--- src/rtl/vmc_pkg.sv ---
// Shared definitions for the vending machine coin front-end: denomination indices, rupee values, channel states.
package vmc_pkg;

  localparam int NUM_COINS = 4;

  localparam int COIN_1RS  = 0;
  localparam int COIN_2RS  = 1;
  localparam int COIN_5RS  = 2;
  localparam int COIN_10RS = 3;

  // Indexed by coin channel: [0]=1, [1]=2, [2]=5, [3]=10.
  localparam logic [NUM_COINS-1:0][3:0] COIN_VALUE = {4'd10, 4'd5, 4'd2, 4'd1};

  typedef enum logic [2:0] {
    REARM,
    IDLE,
    DEB_ON,
    ACTIVE,
    DEB_OFF,
    JAM
  } chan_state_t;

endpackage

--- src/rtl/coin_debounce_channel.sv ---
// One coin sensor: 2-flop synchroniser, debounce/jam FSM; qualify is a combinational 1-cycle strobe
// raised DEBOUNCE_CYCLES+1 edges after the synchronised level rises; no backpressure (level input).
module coin_debounce_channel
  import vmc_pkg::*;
#(
  parameter int DEBOUNCE_CYCLES = 4,
  parameter int JAM_CYCLES      = 1000
) (
  input  logic clk,
  input  logic rst,
  input  logic raw,
  output logic qualify,
  output logic jam
);

  localparam int CW = $clog2(JAM_CYCLES + 1);
  localparam logic [CW-1:0] DEB_MAX = CW'(DEBOUNCE_CYCLES);
  localparam logic [CW-1:0] JAM_MAX = CW'(JAM_CYCLES);

  logic [1:0]    sync_q;
  logic          s;
  chan_state_t   state_q, state_d;
  logic [CW-1:0] cnt_q, cnt_d, cnt_inc;

  always_ff @(posedge clk or negedge rst) begin
    if (!rst) begin
      sync_q  <= 2'b00;
      state_q <= REARM;
      cnt_q   <= '0;
    end else begin
      sync_q  <= {sync_q[0], raw};
      state_q <= state_d;
      cnt_q   <= cnt_d;
    end
  end

  assign s       = sync_q[1];
  assign cnt_inc = (cnt_q == '1) ? cnt_q : cnt_q + CW'(1);

  always_comb begin
    state_d = state_q;
    cnt_d   = cnt_q;
    qualify = 1'b0;
    case (state_q)
      REARM: begin
        if (s) begin
          cnt_d = '0;
        end else if (cnt_inc == DEB_MAX) begin
          state_d = IDLE;
          cnt_d   = '0;
        end else begin
          cnt_d = cnt_inc;
        end
      end
      IDLE: begin
        if (s) begin
          state_d = DEB_ON;
          cnt_d   = CW'(1);
        end
      end
      DEB_ON: begin
        if (!s) begin
          state_d = IDLE;
          cnt_d   = '0;
        end else if (cnt_q == DEB_MAX) begin
          qualify = 1'b1;
          state_d = ACTIVE;
          cnt_d   = '0;
        end else begin
          cnt_d = cnt_inc;
        end
      end
      ACTIVE: begin
        if (!s) begin
          state_d = DEB_OFF;
          cnt_d   = CW'(1);
        end else if (cnt_q == JAM_MAX) begin
          state_d = JAM;
          cnt_d   = '0;
        end else begin
          cnt_d = cnt_inc;
        end
      end
      DEB_OFF: begin
        // A high here is release bounce: return to ACTIVE without a new coin.
        if (s) begin
          state_d = ACTIVE;
          cnt_d   = '0;
        end else if (cnt_inc == DEB_MAX) begin
          state_d = IDLE;
          cnt_d   = '0;
        end else begin
          cnt_d = cnt_inc;
        end
      end
      JAM: begin
        if (s) begin
          cnt_d = '0;
        end else if (cnt_inc == DEB_MAX) begin
          state_d = IDLE;
          cnt_d   = '0;
        end else begin
          cnt_d = cnt_inc;
        end
      end
      default: begin
        state_d = REARM;
        cnt_d   = '0;
      end
    endcase
  end

  assign jam = (state_q == JAM);

endmodule

--- src/rtl/coin_input_conditioner.sv ---
// Debounces four coin sensors and arbitrates them into one registered coin event; valid 1 cycle after
// edge DEBOUNCE_CYCLES+2 of a steady raw high; no backpressure, accept_en=0 turns a coin into a reject. Option: COIN_TALLY_EN.
module coin_input_conditioner
  import vmc_pkg::*;
#(
  parameter int DEBOUNCE_CYCLES = 4,
  parameter int JAM_CYCLES      = 1000
) (
  input  logic        clk,
  input  logic        rst,
  input  logic [3:0]  coin_raw,
  input  logic        accept_en,
  output logic [3:0]  coin_pulse,
  output logic [3:0]  coin_value,
  output logic        coin_valid,
  output logic        coin_reject,
  output logic [3:0]  jam
`ifdef COIN_TALLY_EN
  ,
  output logic [31:0] tally,
  output logic [7:0]  reject_count
`endif
);

  logic [3:0] qual;
  logic [3:0] jam_w;
  logic       single;
  logic       fwd;
  logic [3:0] val;

  for (genvar i = 0; i < NUM_COINS; i++) begin : g_chan
    coin_debounce_channel #(
      .DEBOUNCE_CYCLES(DEBOUNCE_CYCLES),
      .JAM_CYCLES     (JAM_CYCLES)
    ) u_chan (
      .clk    (clk),
      .rst    (rst),
      .raw    (coin_raw[i]),
      .qualify(qual[i]),
      .jam    (jam_w[i])
    );
  end

  always_comb begin
    single = (qual != 4'd0) && ((qual & (qual - 4'd1)) == 4'd0);
    fwd    = single && accept_en;
    val    = 4'd0;
    for (int i = 0; i < NUM_COINS; i++) begin
      if (qual[i]) val = COIN_VALUE[i];
    end
  end

  always_ff @(posedge clk or negedge rst) begin
    if (!rst) begin
      coin_pulse  <= 4'd0;
      coin_value  <= 4'd0;
      coin_valid  <= 1'b0;
      coin_reject <= 1'b0;
      jam         <= 4'd0;
    end else begin
      coin_pulse  <= fwd ? qual : 4'd0;
      coin_value  <= fwd ? val : 4'd0;
      coin_valid  <= fwd;
      coin_reject <= (|qual) && !fwd;
      jam         <= jam_w;
    end
  end

`ifdef COIN_TALLY_EN
  always_ff @(posedge clk or negedge rst) begin
    if (!rst) begin
      tally        <= 32'd0;
      reject_count <= 8'd0;
    end else begin
      for (int i = 0; i < NUM_COINS; i++) begin
        if (coin_pulse[i] && (tally[8*i +: 8] != 8'hFF)) tally[8*i +: 8] <= tally[8*i +: 8] + 8'd1;
      end
      if (coin_reject && (reject_count != 8'hFF)) reject_count <= reject_count + 8'd1;
    end
  end
`endif

endmodule

--- config.mk ---
export PLATFORM = sky130hd
export DESIGN_NAME = coin_input_conditioner
export DESIGN_NICKNAME = d
export VERILOG_FILES = /design/src/rtl/vmc_pkg.sv /design/src/rtl/coin_debounce_channel.sv /design/src/rtl/coin_input_conditioner.sv
export SDC_FILE = /design/constraint.sdc
export NUM_CORES = 1
export LEC_CHECK = 0
export CORE_UTILIZATION = 62
export CTS_CLUSTER_SIZE = 30
export DETAILED_ROUTE_END_ITERATION = 8
export PLACE_DENSITY = 0.86
export SYNTH_ARGS = -nofsm -noshare
export SYNTH_HDL_FRONTEND = slang
export SYNTH_SLANG_ARGS = --single-unit
--- constraint.sdc ---
create_clock -name clk -period 3.2 [get_ports clk]
set_input_delay 0.64 -clock clk [delete_from_list [all_inputs] [get_ports clk]]
set_output_delay 0.64 -clock clk [all_outputs]
set_load 0.05 [all_outputs]
---- Yosys cells after proc, flatten, opt, wreduce, memory -nomap -nowiden ----
Index checks and enable logic that the tools add are counted.
storage, ports and cells
  memory bits (read-only) ................. 0
  logic and storage cells ................. 188
  memory bits (writable) .................. 0
  input bits .............................. 7
  latch bits .............................. 0
  output and inout bits ................... 14
  register bits ........................... 74
  memories kept ........................... 0
cells by class
  divide/modulo/power cells ............... 0
  equality and inequality tests ........... 52
  multiplexer cells ....................... 90
  bitwise logic cells ..................... 1
  order comparisons ....................... 0
  $add $sub $neg .......................... 5
  shift operators ......................... 0
  reductions and logical operators ........ 23
  multiply operators ...................... 0
operators by type and width
  kind                   number
  $mux 10                32
  $pmux 10 s4            4
  $mux 3                 32
  $eq 10x10->1 const B   8
  $eq 10x3->1 const B    8
  $pmux 3 s5             4
  $add 10x1->10 const B  4
  $eq 3x2->1 const B     8
  $eq 3x3->1 const B     8
  $ne 3x3->1 const B     8
  $mux 4                 4
  $reduce_and 4->1       4
  $mux 1                 13
  $eq 3x1->1 const B     4
  $logic_not 3->1        4
  $reduce_or 3->1        4
  $ne 2x1->1 const B     4
  $ne 2x2->1 const B     4
  $reduce_or 2->1        4
  $and 4x4->4            1
  $logic_not 4->1        1
  $reduce_bool 4->1      1
  $reduce_or 4->1        1
  $sub 4x1->4 const B    1
  other kinds (3)        5

---- Depth between registers and ports, before layout ----
  depth in word-level cells ............... 11
  depth in mapped cells ................... 9
  depth with buffers taken out ............ 8

---- Modules after synthesis ----
A second synthesis with hierarchy kept.
second synthesis, totals
  cell total of the unflattened synthesis .. 618
  area, all modules ....................... 5267.6 um2
modules (own cells, without submodules)
  module                                        instances  area each (um2)  cells each  sequential area each (um2)
  coin_debounce_channel (g_chan[0].u_chan ...)  2          1136.1           143         375.4
  coin_debounce_channel (g_chan[3].u_chan)      1          1251.2           144         375.4
  coin_debounce_channel (g_chan[2].u_chan)      1          1233.7           147         375.4
  coin_input_conditioner                        1          510.5            41          325.3

---- Worst setup path after synthesis ----
OpenSTA, ideal clock, no wires.
  path type ............................... flip-flop to flip-flop
  start ................................... reg g_chan[0].u_chan.cnt_q[0]
  end ..................................... reg g_chan[0].u_chan.cnt_q[2]
  data required time ...................... 3080 ps
  slack ................................... 690 ps
  data arrival time ....................... 2390 ps
  cell stages (with the launch flop) ...... 8
  clock period less this slack ............ 2510 ps
  path buffers ............................ 0
  setup time .............................. 120 ps
  cells stage by stage .................... dfrtp_1 > ha_1 > and4_1 > or4b_1 > a2111o_1 > a31oi_4 > nand2b_1 > a31o_1
on the way
  word-level cells in the longest chain between the ends .. 6
  elaborated cells on any way between the ends .. 13
  those cells by class .................... 1 x add/sub; 4 x eq/ne; 8 x mux
RTL lines
  element                                        line                                                                                   source
  from (decl)                                    coin_debounce_channel.sv:23                                                            logic [CW-1:0] cnt_q, cnt_d, cnt_inc;
  from (signal assigned)                         coin_debounce_channel.sv:33                                                            cnt_q <= cnt_d;
  $add 10x1->10 or $eq 10x10->1 (tied branches)  coin_debounce_channel.sv:38                                                            assign cnt_inc = (cnt_q == '1) ? cnt_q : cnt_q + CW'(1);
  $mux 10                                        coin_debounce_channel.sv:38
  $eq 10x3->1                                    coin_debounce_channel.sv:48, coin_debounce_channel.sv:89, coin_debounce_channel.sv:99
  $mux 10                                        coin_debounce_channel.sv:48, coin_debounce_channel.sv:89, coin_debounce_channel.sv:99
  $mux 10                                        coin_debounce_channel.sv:97                                                            if (s) begin
  $pmux 10 s4 *                                  coin_debounce_channel.sv:44                                                            case (state_q)
Mark *: on every way between the ends. The rest lies on a longest branch, timed or not.
A chain may end at the register's enable or synchronous reset.

---- Worst setup path in the final report ----
  start ................................... reg g_chan[1].u_chan.cnt_q[0]
  end ..................................... reg g_chan[1].u_chan.cnt_q[6]
on the way
  word-level cells in the longest chain between the ends .. 6
  elaborated cells on any way between the ends .. 13
  those cells by class .................... 1 x add/sub; 4 x eq/ne; 8 x mux
RTL lines
  element                                        line                                                                                   source
  from (decl)                                    coin_debounce_channel.sv:23
  from (signal assigned)                         coin_debounce_channel.sv:33
  $add 10x1->10 or $eq 10x10->1 (tied branches)  coin_debounce_channel.sv:38
  $mux 10                                        coin_debounce_channel.sv:38
  $eq 10x3->1                                    coin_debounce_channel.sv:48, coin_debounce_channel.sv:89, coin_debounce_channel.sv:99
  $mux 10                                        coin_debounce_channel.sv:48, coin_debounce_channel.sv:89, coin_debounce_channel.sv:99
  $mux 10                                        coin_debounce_channel.sv:46                                                            if (s) begin
  $pmux 10 s4 *                                  coin_debounce_channel.sv:44
Marks and branches as above.

==> results_dict.tcl <==
set metrics [dict create \
    cts_root_buffer "clkbuf_8" \
    synth_mux_area_share_pct 1.01 \
    switching_share_pct 42.1 \
    synth_xor_area_share_pct 2.30 \
    p_leak_nw 2.22 \
    cts_hold_buf 0 \
    synth-compound-area-share_pct 22.8 \
    grt_pass1_vias 4332 \
    rsz0062_at_grt "false" \
    slowest_stage "o311ai_2" \
    finClkSkew_ns 0.00524 \
    track_usage_pct 28.6 \
    antenna_found_initial 0 \
    seq_power_share_pct 39.6 \
    synth_edf_count 0 \
    drc 0 \
    die_h_um 91.4 \
    path_max_fanout 8 \
    post_cts_buffers 0 \
    crit_type "flop to flop" \
    slew_viol_final 0 \
    required_ns 3.43 \
    synthArstFlopShare_pct 100 \
    clock_power_share_pct 21.3 \
    fin_total_pwr_mw 3.45 \
    hold_class "flop to flop" \
    cp-start-kind "flop" \
    p_int_mw 2.00 \
    p_per_area_mw_per_mm2 647 \
    synthAdderAreaFrac_pct 2.22 \
    yosys.area_share.simple_pct 29.0 \
    h-tree-depth 3 \
    slowest_delay_ns 0.62 \
    final-setup-viol-count 0 \
    ant_nets 0 \
    cts_sinks 73 \
    clock.fmax_ghz 0.343 \
    synth_nets 615 \
    cp.arrival_ns 3.15 \
    path_cells "inv_1, ha_1, or3b_2, nor4_1, a21oi_1, o311ai_2, a22oi_1, o22a_1" \
    cts-resized-gates 0 \
    fin_setup_tns_ns 0 \
    die_area_mm2 0.00834 \
    finalCriticalPeriod_ns 2.92 \
    dp_hpwl_mm 7.83 \
    start_util_pct 64.1 \
    synth_area_mm2 0.00495 \
    synth_cell_types 78 \
    synthCells 600 \
    num_vias 4653 \
    synth-main-ff-cell "dfrtp_1" \
    tightest_slew_ns 0.879 \
    numPortBuffers 20 \
    finalCritPeriodShare_pct 91.2 \
    place.gp.congestion 0.930 \
    grt_remaining_overflow 0 \
    nets 606 \
    syn_avg_cell_area_um2 8.25 \
    dieWidth_um 91.4 \
    relSlewSlack_pct 41.4 \
    areaGrowthSynthToFinish_pct 7.63 \
    grt_max_degree 74 \
    num_antenna_cells 0 \
    max-cap-violations 0 \
    wl_per_cell_um 16.3 \
    crit_buf_inv 1 \
    cts_buffers 9 \
    p_comb_share_pct 39.1 \
    ys_seq_elements 73 \
    vias_per_cell 6.67 \
    ioPinCount 21 \
    rows 32 \
    core_mm2 0.00773 \
    status "finished clean" \
    grt_pass1_wl_mm 19.5 \
    stdcell_count 698 \
    path_clk_slew_ns 0.08 \
    cts_buffer_depth 2 \
    cp-end-kind "flop" \
    peakVddDrop_uv 397 \
    synth_top_family_by_area "simple AND/OR/NAND/NOR gates" \
    wl_mm 11.4 \
    ys_warn_count 0 \
    cpLargestDelayFamily "compound AO/OA/AOI/OAI gates" \
    yosysSeqAreaShare_pct 36.9 \
    place_inst 682 \
    drtIter0Drc 265 \
    power.switching_mw 1.45 \
    insertion_delay_ns 0.35 \
    cts_tree "built" \
    hold_viol 0 \
    drive_gt1_share_pct 6.04 \
    dr.pass1.iters 5 \
]
routing by layer:
metal / track usage, % / part of all wire [%]
met5: 0 / 0
met4: 8.73 / 1.3
met3: 6.28 / 6.9
met2: 47.7 / 49
met1: 37.1 / 43
state kept, by name (all words and copies together) (netlist names):
signal,count
coin_pulse,4
coin_reject,1
coin_valid,1
coin_value,3
g_chan.u_chan.cnt_q,40
g_chan.u_chan.state_q,12
g_chan.u_chan.sync_q,8
jam,4
logic make-up (layout without fill, tap and decap cells):
| logic type | count (synthesis) | after routing |
|---|---|---|
| simple gates | 267 | 267 |
| compound gates | 163 | 163 |
| flops | 73 | 73 |
| buf+inv | 70 | 66 |
| xor+xnor | 13 | 13 |
| fa+ha+maj | 9 | 9 |
| mux | 5 | 5 |
path summary, 6_finish.rpt:
check	depth (start not counted)	startpoint	slack [ns]	end
max reg2reg	8	g_chan[1].u_chan.cnt_q[0]	0.28	g_chan[1].u_chan.cnt_q[6]
min in group asynchronous	1	rst	0.42	g_chan[2].u_chan.state_q[2]
min reg2reg	0	g_chan[1].u_chan.sync_q[0]	0.35	g_chan[1].u_chan.sync_q[1]
min	0	g_chan[1].u_chan.sync_q[0]	0.35	g_chan[1].u_chan.sync_q[1]
max	8	g_chan[1].u_chan.cnt_q[0]	0.28	g_chan[1].u_chan.cnt_q[6]
max in group asynchronous	1	rst	2.22	coin_valid
layout by cell type, fill, tap and decap left out, types with 4 or more instances in the layout:
master           synthesis  routed
nor4bb_1                 5       5
nor3b_1                  4       4
o22a_1                   5       5
nor3_1                  37      37
xor2_1                   6       6
buf_4                    2       6
a21o_1                   5       5
nor2_1                  46      46
nand2b_1                 8       8
o2111ai_1                4       4
nand2_1                 48      48
a21oi_1                 43      43
nor2b_1                 12      12
mux2i_1                  5       5
and3_1                  13      13
o21ai_0                 26      26
ha_1                     8       8
and2_1                   9       9
inv_1                   25      25
a31oi_1                 13      13
clkbuf_8                 0      10
clkdlybuf4s50_1          0      19
and4_1                   5       5
xnor2_1                  7       7
o21a_1                   8       8
a311oi_1                 4       4
dfrtp_1                 73      73
a22o_1                   6       6
nor4_1                  11      11
a22oi_1                  4       4
o31ai_1                  5       5
nand3_1                 30      30
nand4_1                 15      15
per-stage QoR:
stage | setup WS, ns | utilization, % | hold WS (ns) | instance area [um2]
finish | 0.281 | 68.9 | 0.353 | 5330
global route | 0.182 | 68.9 | 0.364 | 5330
CTS | 0.358 | 68.9 | 0.356 | 5330
detailed placement | 0.460 | 66.3 | 0.338 | 5120
global placement | 0.546 | 66.3 | 0.335 | 5120
floorplan | 0.690 | - | 0.331 | 4950
cell type report:
type	count	area, um2
clock inverter	6	67.6
sequential	73	1830
tap	102	128
timing repair buffer	25	235
multi-input combinational	457	2840
inverter	25	93.8
fill	624	2400
clock buffer	10	138
power groups by stage:
stage	logic, mW	registers [mW]	clock network (mW)
final	1.35	1.36	0.736
after global routing	1.50	1.40	0.792
after CTS	1.33	1.35	0.750
after detailed placement	1.32	1.37	0
after global placement	1.27	1.35	0
after floorplan	1.17	1.21	0
cell usage after synthesis (5+ instances only):
library cell	instances	share of area, %
a21o_1	5	0.76
a21oi_1	43	4.3
a22o_1	6	1.1
a31oi_1	13	1.6
and2_1	9	1.1
and3_1	13	1.6
and4_1	5	0.88
clkbuf_1	37	2.8
dfrtp_1	73	37
ha_1	8	2.0
inv_1	25	1.9
mux2i_1	5	1.0
nand2_1	48	3.6
nand2b_1	8	1.0
nand3_1	30	3.0
nand4_1	15	1.9
nor2_1	46	3.5
nor2b_1	12	1.5
nor3_1	37	3.7
nor4_1	11	1.4
nor4bb_1	5	1.0
o21a_1	8	1.2
o21ai_0	26	2.6
o22a_1	5	0.88
o31ai_1	5	0.76
xnor2_1	7	1.2
xor2_1	6	1.1
Note: power is estimated with default switching activity, not from simulation.
